--- src/rtl/prog_memory_pkg.sv ---
// Shared types and constants for the writable program memory.
package prog_memory_pkg;

   typedef enum logic [1:0] {
      ST_CLEAR = 2'd0,
      ST_IDLE  = 2'd1,
      ST_LOAD  = 2'd2
   } state_t;

   // Replicated across the word width to form the NOP encoding.
   localparam logic NOP_BIT = 1'b0;

   function automatic int depth_of(input int addr_w);
      return 1 << addr_w;
   endfunction

endpackage

--- src/rtl/prog_memory_array.sv ---
// Single-port synchronous RAM with registered, enable-gated read; no reset on storage.
module prog_memory_array
   import prog_memory_pkg::*;
#(
   parameter int ADDR_W = 6,
   parameter int DATA_W = 8
) (
   input  logic              clk,
   input  logic [ADDR_W-1:0] addr,
   input  logic              we,
   input  logic [DATA_W-1:0] wdata,
   input  logic              re,
   output logic [DATA_W-1:0] rdata_p1
);

   localparam int DEPTH = depth_of(ADDR_W);

   logic [DATA_W-1:0] mem [DEPTH];

   always_ff @(posedge clk) begin
      if (we) begin
         mem[addr] <= wdata;
      end
      if (re) begin
         rdata_p1 <= mem[addr];
      end
   end

endmodule

--- src/rtl/prog_memory.sv ---
// Writable program memory: clears to FILL after reset, loads word-serially, serves 1-cycle fetches.
module prog_memory
   import prog_memory_pkg::*;
#(
   parameter int                ADDR_W = 6,
   parameter int                DATA_W = 8,
   parameter logic [DATA_W-1:0] FILL   = {DATA_W{NOP_BIT}}
) (
   input  logic              CLK,
   input  logic              RST,
   input  logic [ADDR_W-1:0] ADDR,
   input  logic              RD_EN,
   output logic [DATA_W-1:0] DATA,
   output logic              READY,
   input  logic              LD_START,
   input  logic              LD_VALID,
   input  logic [DATA_W-1:0] LD_DATA,
   input  logic              LD_LAST,
   output logic              LD_READY,
   output logic              LD_DONE,
   output logic              LD_ERR
);

   state_t            state;
   logic [ADDR_W:0]   ptr;
   logic              ld_done_q;
   logic              ld_err_q;
   logic              vld_p1;
   logic              full;

   logic [ADDR_W-1:0] mem_addr;
   logic              mem_we;
   logic [DATA_W-1:0] mem_wdata;
   logic              mem_re;
   logic [DATA_W-1:0] rdata_p1;

   // The extra pointer bit marks "all DEPTH words written" during a load.
   assign full = ptr[ADDR_W];

   always_ff @(posedge CLK or posedge RST) begin
      if (RST) begin
         state     <= ST_CLEAR;
         ptr       <= '0;
         ld_done_q <= 1'b0;
         ld_err_q  <= 1'b0;
         vld_p1    <= 1'b0;
      end else begin
         ld_done_q <= 1'b0;
         case (state)
            ST_CLEAR: begin
               ptr <= ptr + 1'b1;
               if (ptr[ADDR_W-1:0] == {ADDR_W{1'b1}}) begin
                  state <= ST_IDLE;
               end
            end
            ST_IDLE: begin
               if (RD_EN) begin
                  vld_p1 <= 1'b1;
               end
               if (LD_START) begin
                  state    <= ST_LOAD;
                  ptr      <= '0;
                  ld_err_q <= 1'b0;
               end
            end
            ST_LOAD: begin
               if (LD_VALID) begin
                  if (full) begin
                     ld_err_q <= 1'b1;
                  end else begin
                     ptr <= ptr + 1'b1;
                  end
                  if (LD_LAST) begin
                     state     <= ST_IDLE;
                     ld_done_q <= 1'b1;
                  end
               end
            end
            default: begin
               state <= ST_CLEAR;
               ptr   <= '0;
            end
         endcase
      end
   end

   // Modes never overlap, so one RAM port is shared between clear, load and fetch.
   always_comb begin
      mem_addr  = ADDR;
      mem_we    = 1'b0;
      mem_wdata = LD_DATA;
      mem_re    = 1'b0;
      case (state)
         ST_CLEAR: begin
            mem_addr  = ptr[ADDR_W-1:0];
            mem_we    = 1'b1;
            mem_wdata = FILL;
         end
         ST_IDLE: begin
            mem_re = RD_EN;
         end
         ST_LOAD: begin
            mem_addr = ptr[ADDR_W-1:0];
            mem_we   = LD_VALID && !full;
         end
         default: begin
            mem_addr = ADDR;
         end
      endcase
   end

   prog_memory_array #(
      .ADDR_W (ADDR_W),
      .DATA_W (DATA_W)
   ) u_array (
      .clk      (CLK),
      .addr     (mem_addr),
      .we       (mem_we),
      .wdata    (mem_wdata),
      .re       (mem_re),
      .rdata_p1 (rdata_p1)
   );

   // Storage has no reset, so DATA reads as zero until the first fetch lands.
   assign DATA     = vld_p1 ? rdata_p1 : '0;
   assign READY    = (state == ST_IDLE);
   assign LD_READY = (state == ST_LOAD);
   assign LD_DONE  = ld_done_q;
   assign LD_ERR   = ld_err_q;

endmodule

--- config.mk ---
export PLATFORM = sky130hd
export DESIGN_NAME = prog_memory
export DESIGN_NICKNAME = d
export VERILOG_FILES = /design/src/rtl/prog_memory_pkg.sv /design/src/rtl/prog_memory_array.sv /design/src/rtl/prog_memory.sv
export SDC_FILE = /design/constraint.sdc
export NUM_CORES = 1
export LEC_CHECK = 0
export CAP_MARGIN = 10
export CORE_ASPECT_RATIO = 1.5
export CORE_MARGIN = 5
export CORE_UTILIZATION = 55
export CTS_CLUSTER_SIZE = 14
export DETAILED_ROUTE_END_ITERATION = 10
export GPL_TIMING_DRIVEN = 0
export HOLD_SLACK_MARGIN = 0.08
export PLACE_DENSITY_LB_ADDON = 0.15
export SYNTH_ARGS = -nofsm -noshare
export SYNTH_HDL_FRONTEND = slang
export SYNTH_SLANG_ARGS = --single-unit
export TNS_END_PERCENT = 1
--- constraint.sdc ---
create_clock -name CLK -period 8.4 [get_ports CLK]
set_clock_uncertainty 0.2 [all_clocks]
set_input_delay 1.68 -clock CLK [delete_from_list [all_inputs] [get_ports CLK]]
set_output_delay 1.68 -clock CLK [all_outputs]
set_load 0.01 [all_outputs]
**Yosys cells after proc, flatten, opt, wreduce, memory -nomap -nowiden**

Memories as Yosys holds them, arrays and structs flattened. A register that Yosys moved wholly into a read port is not among the register bits.
Index checks and enable logic that the tools add are counted.

- Register bits: 12
- Memories kept: 1
- Word-level logic and storage cells: 50
- Bits in writable memories: 512
- Output and inout bits: 12

- Reduce and logical (&&, ||, !) cells: 10
- Add/sub/neg operators: 1
- Eq/ne operators: 9
- Mux-type cells: 23

Memories:

| memory | words | width | read ports | clocked after Yosys merged registers in | wr ports | RTL line | text |
|---|---|---|---|---|---|---|---|
| u_array.mem | 64 | 8 | 1 | 1 | 1 | prog_memory_array.sv:18 | `logic [DATA_W-1:0] mem [DEPTH];` |

Operators by type and width:

| cell | count |
|---|---|
| 7-bit two-way mux | 3 |
| 7-bit one-hot mux with 3 select lines | 1 |
| 8-bit two-way mux | 2 |
| 1-bit two-way mux | 9 |
| 2-bit two-way mux | 4 |
| 2-bit inequality test, second input constant | 4 |
| 4-bit AND reduction | 2 |
| 7-bit by 1-bit adder with 7-bit output, second input constant | 1 |
| 6-bit equality test, second input constant | 1 |
| 6-bit two-way mux | 1 |
| 2-bit one-hot mux with 3 select lines | 1 |
| 2-bit by 1-bit inequality test with 1-bit output, second input constant | 2 |
| 1-bit one-hot mux with 2 select lines | 2 |
| 2-bit AND reduction | 2 |
| 3-bit AND reduction | 1 |
| 2-bit by 1-bit equality test with 1-bit output, second input constant | 1 |
| 2-bit equality test, second input constant | 1 |
| 2-bit zero test | 1 |
| 2-bit nonzero test | 1 |
| 2-bit OR reduction | 1 |
| 1-bit logical AND | 1 |
| 1-bit zero test | 1 |

**Depth between registers and ports, before layout**

Gate-level depths: netlist of run 1.

- Depth after elaboration: 5
- Gate-level depth with buffers: 10
- Gate-level depth less buffers: 7

**By module**

Synthesis of run 1 repeated with hierarchy kept, for this count alone.

- Cell total of the unflattened synthesis: 1261
- Area total of the unflattened synthesis: 21321.7 µm²

Modules (own cells, without submodules):

| module | instances | seq. area each (µm²) | area an instance (µm²) | cells an instance |
|---|---|---|---|---|
| prog_memory_array | 1 | 15615.0 | 20529.7 | 1171 |
| prog_memory | 1 | 300.3 | 792.0 | 90 |

**Worst setup path before layout of run 1**

No wires, ideal clock.

- Path kind: input -> register
- From: in ADDR[1]
- To: mem u_array.mem[0][0] (enable)
- Required time: 7829 ps
- Stages on the path: 8
- Arrival: 3542 ps
- Library setup time: 371 ps
- Slack: 4287 ps
- Buffers on the path: 4
- Cells stage by stage: buf_2 nor3b_1 or2_1 buf_2 buf_2 buf_2 nand3_1 nor2_1

- Cells in the longest elaborated chain, start to end: 1

Ends and longest elaborated chain:

| what | RTL line | text |
|---|---|---|
| start, declared | prog_memory.sv:11 | `input logic [ADDR_W-1:0] ADDR,` |
| 6-bit two-way mux | prog_memory.sv:93 | `case (state)` |
| end, declared | prog_memory_array.sv:18 |  |

No other way between the ends.

**Final worst setup path of run 1**

- From: in ADDR[1]
- To: mem u_array.mem[11][4] (enable)

Same word-level chain as after synthesis.

==> metrics.md, run 1 <==
| Metric | Value |
|---|---|
| Critical Path Source Type | `primary input` |
| Final setup fails | `0` |
| DR vias/cell | `around 6.9` |
| Post-route cell area | `23300 um^2` |
| Post-synth EDFFs | `between 500 and 600` |
| Worst-skew pair later-pin latency | `roughly 0.57 ns` |
| Critical-path cell list | `clkdlybuf4s50_1 -> buf_2 -> nand4b_1 -> nand2_1 -> clkbuf_1 -> buf_1 -> nand2_1 -> nor2_1` |
| Leakage | `between 7 and 8 nW` |
| Clock Path Buffers | `3` |
| Crit. Startpoint | `ADDR[1]` |
| GRT Overall Usage | `approximately 30%` |
| Worst reg-to-reg setup slack | `approximately 3.0 ns` |
| Clock transition at the registers of the reported paths | `roughly 0.06 ns` |
| Finished Layout Cells | `1859` |
| Crit. End Element | `register` |
| First-pass GRT wire length | `roughly 90000 um` |
| First DRT Iteration DRCs | `between 1500 and 2000` |
| Grt total ovfl | `0` |
| Largest family of logic cells by synthesized area | `compound AO/OA/AOI/OAI gates` |
| CTS root buf | `clkbuf_16` |
| Via count of the routed design | `around 13000` |
| Final nets | `1359` |
| Cell depth of the worst hold path | `2` |
| Area Growth Syn to Fin | `12.7%` |
| Synth unique cells | `63` |
| Slew of the pin with the lowest slew margin | `around 1.3 ns` |
| Vias in the first global route | `12600` |
| Post-CTS Hold Fix Bufs | `0` |
| Final-report hold violation count | `0` |
| Antenna-violating nets left | `0` |
| Count of buffers from port buffering | `31` |
| Max stage delay cell, worst path | `nor2_1` |
| Cell total after placement | `between 1500 and 2000` |
| Placed Instance Area | `around 22000 um^2` |
| Hold_sp | `LD_ERR` |
| Fmax | `approximately 150 MHz` |
| Drt drc | `0` |
| RSZ-0062 raised after global routing | `no` |
| Status | `completed` |
| Mapped Nets | `~1300` |
| Hold endpoint | `LD_ERR` |
| Reg-to-Reg Start | `state[0]` |
| Fin crit share | `~78%` |
| Initial core utilization | `roughly 55%` |
| Core region area | `37300 um^2` |
| P per Cell Area | `361 nW/um^2` |
| Post-Synth Adder-Cell Area | `less than 1%` |
| Avg Inst Size Synth | `16.6 um^2` |
| # resized after CTS | `0` |
| DR WL/cell | `around 34 um` |
| Hold crit path type | `reg2reg` |
| Setup TNS | `0 ns` |
| WS Path Type | `in2reg` |
| Die ar. | `41600 um^2` |
| Antenna diodes | `0` |
| Overall power | `0.00840 W` |
| Most used cell, CP | `nand2_1` |
| Share of layout cells above drive strength 1 | `12.1%` |
| Fraction of registers with async set/reset | `2.26%` |
| Maximum vdd drop | `0.215 mV` |
| Post-synthesis xor/xnor area fraction | `less than 1%` |
| Post-synthesis mux area share | `around 3.5%` |
| Critical Path Fanout Max | `10` |
| Synth Warn # | `0` |
| Chip height | `between 200 and 250 um` |
| DIE WIDTH | `between 150 and 200 um` |
| Register bit total from synthesis | `about 530` |
| Max_slew headroom | `between 10 and 15%` |
| Largest net degree at the start of global routing | `45` |
| Detailed placement HPWL | `approximately 44000 um` |
| Num CTS Buffers | `47` |
| GP Congestion | `approximately 1.0` |
| Synthesized instance count | `1246` |
| Routed wire length | `approximately 64000 um` |
| Primary FF master, synth | `edfxtp_1` |
| Row count | `between 80 and 90` |
| Max incr delay on CP | `between 1 and 1.5 ns` |
| Initial antenna violation count | `0` |
| Top-level I/O count | `32` |
| Slew Viols, Final | `0` |
| DRT Pass-1 Iters | `8` |
| Simple-gate share of the synthesized area | `5.55%` |
| Minimum clock period | `roughly 6.5 ns` |
| Seq/Total Area, Yosys | `77.0%` |
| RR Endpoint | `u_array.mem[11][4]` |
| Maxcap violations | `0` |
| Reg2Reg Depth | `8` |
| Compound-Gate Fraction of Synth Area | `a little under an eighth` |
| Setup bufs post-CTS | `0` |
| CP arrival | `~6.5 ns` |
| H-tree depth | `2` |
| Post-layout util | `between 60 and 70%` |
| Mapped Area | `between 20000 and 25000 um^2` |
| CTS tree | `done` |
| WP data required | `8.39 ns` |
| Clock sinks | `~530` |
[cells in the final DEF (no fill, tap or decap), types with 19 or more instances in the layout]
cell             count
edfxtp_1           520
nor2_1              86
a22oi_1             83
clkbuf_1            66
mux2_2              54
clkbuf_16           49
a31oi_1             47
a222oi_1            45
nand2_1             41
o21ai_0             36
clkdlybuf4s50_1     31
buf_2               22
nand3_1             21
a221oi_1            19
[sequential cells by signal, summed over array words and instances, names as in the netlist]
register	cells
u_array.mem	512
u_array.rdata_p1	8
ptr	7
state	2
LD_DONE	1
LD_ERR	1
vld_p1	1
[power by group]
group / switching [W] / internal [W]
Combinational: 0.00215 / 0.000793
Clock: 0.000922 / 0.00110
Sequential: 0.0000658 / 0.00337
[metrics by stage]
step           hold WS, ns  setup WS [ns]
3_5_place_dp         0.359           1.55
6_report             0.368           1.87
2_1_floorplan        0.329           4.29
3_3_place_gp         0.312           1.58
4_1_cts              0.377           2.10
5_1_grt              0.408           2.03
[routing by layer]
layer | vias up | global-route usage (%) | routed length (um)
met5 | - | 0 | 0
met1 | 6464 | 36.9 | 21800
met4 | 0 | 21.1 | 5590
li1 | 5304 | - | -
met2 | 862 | 49.8 | 30600
met3 | 249 | 5.69 | 5880
[cell families after synthesis]
family                   count (synthesis)
flip-flops                             532
AO/OA/AOI/OAI                          323
AND/OR/NAND/NOR                        231
buffers and inverters                   91
multiplexers                            64
XOR/XNOR                                 3
adder cells (fa/ha/maj)                  2
[cell usage after synthesis, types with 2 or more instances]
cell / n / share of area (%)
or2_2: 3 / 0.091
a31oi_1: 47 / 1.4
nand2_1: 41 / 0.74
o221ai_1: 2 / 0.085
a21o_1: 16 / 0.58
inv_1: 12 / 0.22
nor3b_1: 3 / 0.11
mux2_4: 2 / 0.15
buf_1: 6 / 0.11
a222oi_1: 45 / 2.2
nand3_1: 21 / 0.51
nor3_1: 11 / 0.27
mux2_2: 54 / 2.9
and4_1: 10 / 0.42
a21boi_0: 9 / 0.33
a221oi_1: 19 / 0.81
o32ai_1: 3 / 0.13
a22oi_1: 83 / 3.0
o211a_1: 2 / 0.097
nor4_1: 3 / 0.091
nand4_1: 15 / 0.45
and2_1: 11 / 0.33
a22o_1: 5 / 0.21
a32oi_1: 12 / 0.51
nand2b_1: 3 / 0.091
o21ai_0: 36 / 0.87
ha_1: 2 / 0.12
nor2b_1: 8 / 0.24
o22ai_1: 4 / 0.12
buf_2: 22 / 0.53
o21bai_1: 3 / 0.11
o211ai_1: 6 / 0.22
buf_6: 4 / 0.22
dfrtp_1: 12 / 1.5
a2111oi_0: 8 / 0.34
xor2_1: 2 / 0.085
and3_1: 3 / 0.091
nand4b_1: 3 / 0.13
mux2i_1: 7 / 0.34
edfxtp_1: 520 / 76
clkbuf_1: 46 / 0.84
a21oi_1: 15 / 0.36
nor2_1: 87 / 1.6
[critical path, delay by kind of cell]
| kind | cells | cell delay (ns) |
|---|---|---|
| and+or+nand+nor | 4 | 2.48 |
| buffers and inverters | 4 | 2.34 |
[worst max path at each step]
| stage | end | slack, ns | cells after the start |
|---|---|---|---|
| after global placement | u_array.mem[11][5] | 1.58 | 8 |
| after CTS | u_array.mem[11][0] | 2.10 | 8 |
| final | u_array.mem[11][4] | 1.87 | 8 |
| after global routing | u_array.mem[11][0] | 2.03 | 8 |
| after detailed placement | u_array.mem[11][2] | 1.55 | 8 |
| after floorplan | u_array.mem[0][0] | 4.29 | 8 |
[cell type report]
class                           instances  area (um^2)
Buffer                                 79          358
Clock buffer                           69         1300
Clock inverter                         13         85.1
Fill cell                            2691        14100
Inverter                               12         45.0
Multi-Input combinational cell        623         4410
Sequential cell                       532        15900
Tap cell                              489          612
Timing Repair Buffer                   42          561
No activity file was read; power rests on OpenSTA's default activity.
==> run 2: changes to the inputs <==
==> constraint.sdc (replaced) <==
create_clock -name CLK -period 6.3 [get_ports CLK]
set_clock_uncertainty 0.2 [all_clocks]
set_input_delay 1.26 -clock CLK [delete_from_list [all_inputs] [get_ports CLK]]
set_output_delay 1.26 -clock CLK [all_outputs]
set_load 0.01 [all_outputs]
==> results of run 2 <==
Same layout as run 1 (identical final DEF). Status: completed.
Among the figures that moved: setup slack after placement 1.55 ns -> -0.132 ns; setup slack after layout 1.87 ns -> 0.188 ns; register-to-register setup slack 3.01 ns -> 0.91 ns; total power 0.00840 W -> 0.0112 W; worst IR drop on VDD 0.215 mV -> 0.286 mV
